### src/rtl/v_hier_qmon_pkg.sv
// v_hier_qmon_pkg: shared event layout, drop counter width and sampler states
package v_hier_qmon_pkg;
  localparam int DROP_W = 8;
  localparam int VALUE_LSB = 0;
  typedef enum logic {UNPRIMED = 1'b0, PRIMED = 1'b1} state_t;
  function automatic int mask_lsb(int width);
    return width;
  endfunction
  function automatic int ts_lsb(int width);
    return 2 * width;
  endfunction
endpackage

### src/rtl/v_hier_qmon_fifo.sv
// v_hier_qmon_fifo: show-ahead synchronous fifo, a pop frees a slot for a same-edge push
module v_hier_qmon_fifo #(
  parameter int W = 16,
  parameter int DEPTH = 4
) (
  input  logic clk,
  input  logic reset_l,
  input  logic push,
  input  logic pop,
  input  logic [W-1:0] din,
  output logic [W-1:0] dout,
  output logic empty,
  output logic full,
  output logic [$clog2(DEPTH):0] count
);
  localparam int AW = $clog2(DEPTH);
  logic [W-1:0] mem [DEPTH];
  logic [AW-1:0] wp, rp;
  logic do_push, do_pop;
  always_comb begin
    empty = count == '0;
    full = count == (AW+1)'(DEPTH);
    do_pop = pop && !empty;
    do_push = push && (!full || do_pop);
    dout = empty ? '0 : mem[rp];
  end
  always_ff @(posedge clk)
    if (do_push) mem[wp] <= din;
  always_ff @(posedge clk or negedge reset_l)
    if (!reset_l) begin
      wp <= '0;
      rp <= '0;
      count <= '0;
    end else begin
      wp <= wp + AW'(do_push);
      rp <= rp + AW'(do_pop);
      count <= count + (AW+1)'(do_push) - (AW+1)'(do_pop);
    end
endmodule

### src/rtl/v_hier_qmon.sv
// v_hier_qmon: change monitor for qvec, timestamped events queued in a show-ahead fifo
module v_hier_qmon
  import v_hier_qmon_pkg::*;
#(
  parameter int WIDTH = 4,
  parameter int DEPTH = 4,
  parameter int TSW = 8
) (
  input  logic clk,
  input  logic reset_l,
  input  logic en,
  input  logic [WIDTH-1:0] qvec,
  input  logic clr_ovf,
  input  logic ev_ready,
  output logic ev_valid,
  output logic [TSW+2*WIDTH-1:0] ev_data,
  output logic [$clog2(DEPTH):0] count,
  output logic overflow,
  output logic [DROP_W-1:0] drop_cnt
);
  localparam int EW = TSW + 2 * WIDTH;
  localparam int MASK_LSB = mask_lsb(WIDTH);
  localparam int TS_LSB = ts_lsb(WIDTH);
  state_t state, nstate;
  logic [WIDTH-1:0] prev, mask;
  logic [TSW-1:0] ts;
  logic [EW-1:0] rec;
  logic evt, drop, empty, full;
  always_comb begin
    nstate = en ? PRIMED : UNPRIMED;
    mask = qvec ^ prev;
    evt = en && state == PRIMED && |mask;
    drop = evt && full && !ev_ready;
    rec = '0;
    rec[VALUE_LSB +: WIDTH] = qvec;
    rec[MASK_LSB +: WIDTH] = mask;
    rec[TS_LSB +: TSW] = ts;
    ev_valid = !empty;
  end
  always_ff @(posedge clk or negedge reset_l)
    if (!reset_l) state <= UNPRIMED;
    else state <= nstate;
  always_ff @(posedge clk or negedge reset_l)
    if (!reset_l) begin
      prev <= '0;
      ts <= '0;
    end else if (en) begin
      prev <= qvec;
      ts <= ts + 1'b1;
    end
  always_ff @(posedge clk or negedge reset_l)
    if (!reset_l) begin
      overflow <= 1'b0;
      drop_cnt <= '0;
    end else if (drop) begin
      overflow <= 1'b1;
      drop_cnt <= clr_ovf ? DROP_W'(1) : (&drop_cnt ? drop_cnt : drop_cnt + 1'b1);
    end else if (clr_ovf) begin
      overflow <= 1'b0;
      drop_cnt <= '0;
    end
  v_hier_qmon_fifo #(.W(EW), .DEPTH(DEPTH)) u_fifo (
    .clk(clk),
    .reset_l(reset_l),
    .push(evt),
    .pop(ev_ready),
    .din(rec),
    .dout(ev_data),
    .empty(empty),
    .full(full),
    .count(count)
  );
endmodule

### config.mk
export PLATFORM = sky130hd
export DESIGN_NAME = v_hier_qmon
export DESIGN_NICKNAME = d
export VERILOG_FILES = /design/src/rtl/v_hier_qmon_pkg.sv /design/src/rtl/v_hier_qmon_fifo.sv /design/src/rtl/v_hier_qmon.sv
export SDC_FILE = /design/constraint.sdc
export NUM_CORES = 1
export LEC_CHECK = 0
export ABC_AREA = 1
export CORE_AREA = 2 2 87 89
export CTS_CLUSTER_DIAMETER = 100
export DETAILED_ROUTE_END_ITERATION = 10
export DIE_AREA = 0 0 89 91
export HOLD_SLACK_MARGIN = 0.12
export PLACE_DENSITY = 0.78
export SYNTH_ARGS = -nofsm -noshare
export SYNTH_HDL_FRONTEND = slang
export SYNTH_SLANG_ARGS = --single-unit
### constraint.sdc
create_clock -name clk -period 4 [get_ports clk]
set_input_delay 0.4 -clock clk [delete_from_list [all_inputs] [get_ports clk]]
set_output_delay 0.4 -clock clk [all_outputs]
set_load 0.05 [all_outputs]
==> metrics, run 1 <==
Num CTS Buffers=9; Worst IR Drop VDD=272 uV; DRC errors left=0; aggregate negative setup slack=0 ns; worst slack, placed=0.851 ns; antenna violations before repair=0; Seq. cell area=0.00265 mm^2; Core Util, Final=0.660; global-route wire length before repair=12,900 um; post-synth cell types=28; worst r2r src=prev[1]; Vias=2,700; Seq cells post-synth=93; CTS tree=done; Worst Max-Slew Pin Slew=1.15 ns; Clock power frac=0.181; Final Skew=0.00582 ns; # fillers=569; sw frac=0.424; DR vias/cell=5.21; Initial DRT Pass Iterations=4; Post-Syn Area=0.00400 mm^2; commonest non-fill, non-tap cells in the layout=nor2_1, edfxtp_1, nand2_1; Seq pwr share=0.389; routability congestion estimate=0.745; Leakage=0.00187 uW; fmax=0.288 GHz; post-DP HPWL=5030 um; crit path setup slack, layout=0.532 ns; pwr/cell area=774 mW/mm^2; min Tclk post-route=3.47 ns; unrepaired setup endpoints after global routing=no; Post-Syn Instances=371; Slew HR=0.233; Worst-Skew Late Latency=0.34 ns; gr ovfl total=0; placed cell count=502; number of global-route vias before repair=2,653; CP arrival=3.07 ns; Slew Limit Fails=0; share of layout cells above drive strength 1=0.0764; H-tree levels=3; footprint of the multi-input gates=0.00119 mm^2; Rows=31; register area share after synthesis=0.662; CTS root buf=clkbuf_8; clk buf depth=2; Worst setup startpoint=u_fifo.rp[1]; Yosys warning count=0; pin count of the biggest net entering global routing=33; commonest non-fill, non-tap cell in the layout=nor2_1; fin nets=428; largest area contributor in the synthesized netlist=edfxtp_1; Worst EP required=3.60 ns; antenna cell count=0; clk sinks=93; crit path kind=flop to output pin; antenna-violating nets left=0; syn_nets=385; IO Pins=38; final WL=7880 um; Iteration-0 DRC Markers=179; critical path endpoint category=output pin; Hold WC Path Type=flop to flop; Max FO, Critical Path=17; # resized after CTS=0; core area=0.00714 mm^2; crit start category=flop; Clock transition at path regs=0.09 ns; Initial Util=0.561; worst hold path startpoint=overflow; hold buffers post-CTS=0; die area=0.00810 mm^2; Fin. Hold Viols=0; Net Switching=1540 uW; Comb power frac=0.430; fin cells=518; Hold WS=0.505 ns; Final period util=0.867; Die W=89 um; # port buffers=37; # setup viols final=0; Pint=2100 uW; top-area cell type share of the netlist area=0.480; Die Y=91 um; Setup Buffers After CTS=0; MaxCap Viol Count=0; top cells by area, synth=edfxtp_1, dfrtp_1, nor2_1, nand2_1, o21ai_0; status=completed; Layout area overhead=17.7%; DR WL/cell=15.2 um; GRT Util Overall=0.213; Synth Area per Inst=10.8 um^2
## power by group through the flow
stage | sequential, uW | combinational (uW) | clock, uW
after floorplan | 1420 | 1100 | 0
after global placement | 1430 | 1550 | 0
after detailed placement | 1440 | 1580 | 0
after CTS | 1420 | 1590 | 676
after global routing | 1450 | 1700 | 712
final | 1420 | 1570 | 661
## per-layer routing
layer / global-route usage / routed length, um / share of wire
met1: 0.271 / 3320 / 0.42
met2: 0.356 / 4140 / 0.52
met3: 0.0355 / 327 / 0.041
met4: 0.0958 / 97 / 0.012
met5: 0 / 0 / 0
## final timing paths
check	end	slack, ns	cells after the start
setup / recovery	ev_data[7]	0.53	5
max in group asynchronous	prev[0]	2.61	2
hold reg to reg	overflow	0.51	2
min in group asynchronous	drop_cnt[3]	0.67	1
hold / removal	overflow	0.51	2
setup reg to reg	u_fifo.mem[3][13]	1.41	10
## final cells by class
type	instances	area share
inverters	28	0.0223
well taps	99	0.0263
multi-input cells	237	0.252
repair buffers	45	0.0914
clock inverters	7	0.0191
flip-flops and latches	93	0.562
clock buffers	9	0.0263
## flip-flops by register name (all words and copies together) (netlist names)
register,cells
drop_cnt,8
overflow,1
prev,4
state,1
ts,8
u_fifo.count,3
u_fifo.mem,64
u_fifo.rp,2
u_fifo.wp,2
## metrics by stage
step                      power [uW]  area (um^2)
after floorplan                 2510         4000
after global placement          2970         4500
after detailed placement        3020         4500
after CTS                       3680         4710
after global routing            3850         4710
final                           3640         4710
## synth_stat cells
| cell | instances |
|---|---|
| o21bai_1 | 2 |
| clkinv_1 | 1 |
| nand4_1 | 3 |
| mux2_2 | 1 |
| dfrtp_1 | 29 |
| nor3_1 | 1 |
| nand2_1 | 53 |
| nor2_1 | 81 |
| xnor2_1 | 7 |
| or2_2 | 1 |
| nand3_2 | 1 |
| buf_2 | 6 |
| ha_1 | 4 |
| nand4_4 | 1 |
| fa_1 | 1 |
| nor2_4 | 1 |
| nand2_2 | 2 |
| buf_4 | 1 |
| nor3_4 | 2 |
| edfxtp_1 | 64 |
| nand3_1 | 15 |
| xor2_1 | 8 |
| clkbuf_1 | 6 |
| o21ai_1 | 2 |
| inv_2 | 1 |
| a21oi_1 | 17 |
| o21ai_0 | 34 |
| inv_1 | 26 |
## worst max-delay path, cell delays in order, from the launching register on
cell             delay, ns
dfrtp_1               0.70
clkinv_1              0.67
nor2_1                0.23
o21ai_0               0.11
a21oi_1               0.18
clkdlybuf4s50_1       0.84
## kinds of logic after synthesis
group,after synthesis,share of synthesized area
compound gates,55,0.0700
xor+xnor,15,0.0328
fa+ha+maj,5,0.0175
buf+inv,41,0.0413
flops,93,0.662
mux,1,0.00281
simple gates,161,0.174
No activity file was read; power rests on OpenSTA's default activity.
==> run 2: changes to the inputs <==
- ABC_AREA: 1 -> not set
- CORE_AREA: 2 2 87 89 -> 2 2 85 87
- DIE_AREA: 0 0 89 91 -> 0 0 87 89
- PLACE_DENSITY: 0.78 -> 0.79
==> run 2 against run 1 <==
  * Synthesized cell count fell by 39%
  * Maximum frequency rose by 10%
  * Largest cell class unchanged
  * Via count fell by 23%
  * Non-clock buffer count fell by 1
  * Highest routed layer unchanged
  * Hold slack got worse by 0.014 ns
  * Sequential power barely moved
  * First-iteration DRC count fell by 30%
  * Critical path depth fell by 1
  * Register-to-register slack got worse by 0.09 ns
  * Die area fell by 4.4%
  * Worst setup slack improved by 0.33 ns
  * Design area fell by 3.7%
  * Largest power group is now registers
==> metrics, run 2 <==
largest registers=u_fifo.mem: 64 flops, drop_cnt: 8 flops, ts: 8 flops; pwr/cell area=753 mW/mm^2; DR WL met3=193 um; worst r2r src=prev[0]; status=completed; Layout area overhead=18.5%; Iteration-0 DRC Markers=126; # port buffers=37; Die W=87 um; crit path kind=flop to output pin; met2 routed WL=3340 um; final WL=6750 um; DRC errors left=0; Worst IR Drop VDD=322 uV; Initial DRT Pass Iterations=6; met1 wire length=3060 um; Seq cells post-synth=93; max reg flops=64; Tot Pwr=3420 uW; Setup Buffers After CTS=0; Net Switching=1320 uW; core area=0.00672 mm^2; share of layout cells above drive strength 1=0.188; global-route wire length before repair=11,100 um; Worst EP required=3.60 ns; Leakage=0.00164 uW; # resized after CTS=0; GRT Util Overall=0.196; IO Pins=38; gr ovfl total=0; top cells by instance count after synthesis=edfxtp_1, dfrtp_1, and2_1, mux4_2; fmax=0.319 GHz; clk buf depth=2; min Tclk post-route=3.14 ns; Rows=30; Worst Path Buf+Inv=2; Fin. Hold Viols=0; Final Skew=0.00463 ns; Pint=2100 uW; top-area cell type share of the netlist area=0.502; Initial Util=0.569; Clock power frac=0.181; Slew Limit Fails=0; sw frac=0.386; commonest non-fill, non-tap cell in the layout=edfxtp_1; antenna cell count=0; fin nets=286; H-tree levels=3; # setup viols final=0; WHS Path Cells=1; CP arrival=2.74 ns; DR vias/cell=5.85; Final period util=0.785; unrepaired setup endpoints after global routing=no; Slew HR=0.287; Min-Delay Endpoint=overflow; Synth Flop Type=edfxtp_1; Post-Syn Area=0.00383 mm^2; MaxCap Viol Count=0; crit start category=flop; Clock transition at path regs=0.09 ns; Die Y=89 um; Synth Area per Inst=16.9 um^2; Hold WS=0.491 ns; Post-synth EDFFs=64; critical path endpoint category=output pin; worst hold path startpoint=overflow; antenna violations before repair=0; count leader, synth=edfxtp_1; top metal layer carrying routed signals=met4; Top delay family on crit path=buffers and inverters; Post-Syn Instances=227; die area=0.00774 mm^2; Worst-Skew Late Latency=0.35 ns; Vias=2,089; commonest non-fill, non-tap cells in the layout=edfxtp_1, clkdlybuf4s50_1, dfrtp_1; post-synth cell types=39; worst path cell trace=buf_12 > mux4_2 > and2_1 > clkdlybuf4s50_1; r2r setup slk=1.32 ns; hold buffers post-CTS=0; largest area contributor in the synthesized netlist=edfxtp_1; pin count of the biggest net entering global routing=24; top cells by area, synth=edfxtp_1, dfrtp_1, mux4_2, and2_1, xnor2_1; Top reg by flops=u_fifo.mem; Seq pwr share=0.420; Worst Max-Slew Pin Slew=1.07 ns; syn_nets=241; CTS tree=done; antenna-violating nets left=0; clk sinks=93; Max stage delay on crit path=0.77 ns; ys async rst share=0.312; Max stage delay cell, worst path=dfrtp_1; Reg2Reg Depth=10; Comb power frac=0.399; Num CTS Buffers=9; register area share after synthesis=0.692; DR WL/cell=18.9 um; post-DP HPWL=4230 um; Hold WC Path Type=flop to flop; aggregate negative setup slack=0 ns; routability congestion estimate=0.748; CTS root buf=clkbuf_8; Max FO, Critical Path=10; Yosys warning count=0; number of global-route vias before repair=2,173; worst r2r dst=u_fifo.count[2]
run 2: cell types whose count changed in the layout (fill, tap and decap cells not counted), sizes merged, moves of 12 or more:
cell   change
mux4      +16
and2      +16
inv       -20
nand2     -49
a21oi     -12
o21ai     -35
nor2      -77
run 2: layer usage:
layer	global-route usage	vias to the layer above
li1	-	959
met1	0.259	1067
met2	0.319	50
met3	0.0323	13
met4	0.0980	0
met5	0	-
run 2: area by class of cell:
class	count	area [um^2]
Multi-Input combinational cell	118	1130
Clock buffer	9	124
Tap cell	80	100
Inverter	6	22.5
Clock inverter	7	75.1
Sequential cell	93	2650
Fill cell	446	2180
Timing Repair Buffer	44	435
run 2: cell families (layout without fill, tap and decap cells):
family,Yosys count,after routing,share of synthesized area
xor+xnor,16,16,0.0366
buf+inv,16,66,0.0183
simple gates,59,59,0.0932
mux,23,23,0.114
fa+ha+maj,5,5,0.0183
flops,93,93,0.692
compound gates,15,15,0.0271
run 2: worst register-to-register path: stages, from the launching register on:
cell	delay, ns
dfrtp_1	0.39
xor2_1	0.40
nor4_2	0.10
buf_4	0.20
or3_1	0.47
inv_1	0.15
ha_1	0.16
inv_1	0.05
fa_1	0.37
xnor2_1	0.18
xnor2_1	0.14
run 2: how the worst max path moves through the flow:
stage,from,endpoint,slack [ns],cells after the start
2_1_floorplan,u_fifo.count[1],u_fifo.mem[1][0],1.08,3
3_3_place_gp,qvec[3],u_fifo.count[2],0.86,11
3_5_place_dp,qvec[0],u_fifo.count[2],0.69,11
4_1_cts,u_fifo.rp[0],ev_data[7],0.81,4
5_1_grt,u_fifo.rp[0],ev_data[6],0.72,4
6_report,u_fifo.rp[0],ev_data[7],0.86,4
run 2: power groups by stage:
stage          Combinational [uW]  Sequential, uW  Clock (uW)
2_1_floorplan                 956            1410           0
3_3_place_gp                 1350            1440           0
3_5_place_dp                 1370            1460           0
4_1_cts                      1380            1440         633
5_1_grt                      1440            1460         665
6_report                     1360            1440         618
run 2: metrics by stage:
step / setup slack (ns) / instances / utilization / cell area (um^2)
after floorplan: 1.08 / 227 / - / 3830
after global placement: 0.863 / 341 / 0.645 / 4340
after detailed placement: 0.695 / 341 / 0.645 / 4340
after CTS: 0.810 / 357 / 0.675 / 4530
after global routing: 0.715 / 357 / 0.675 / 4530
final: 0.860 / 357 / 0.675 / 4530
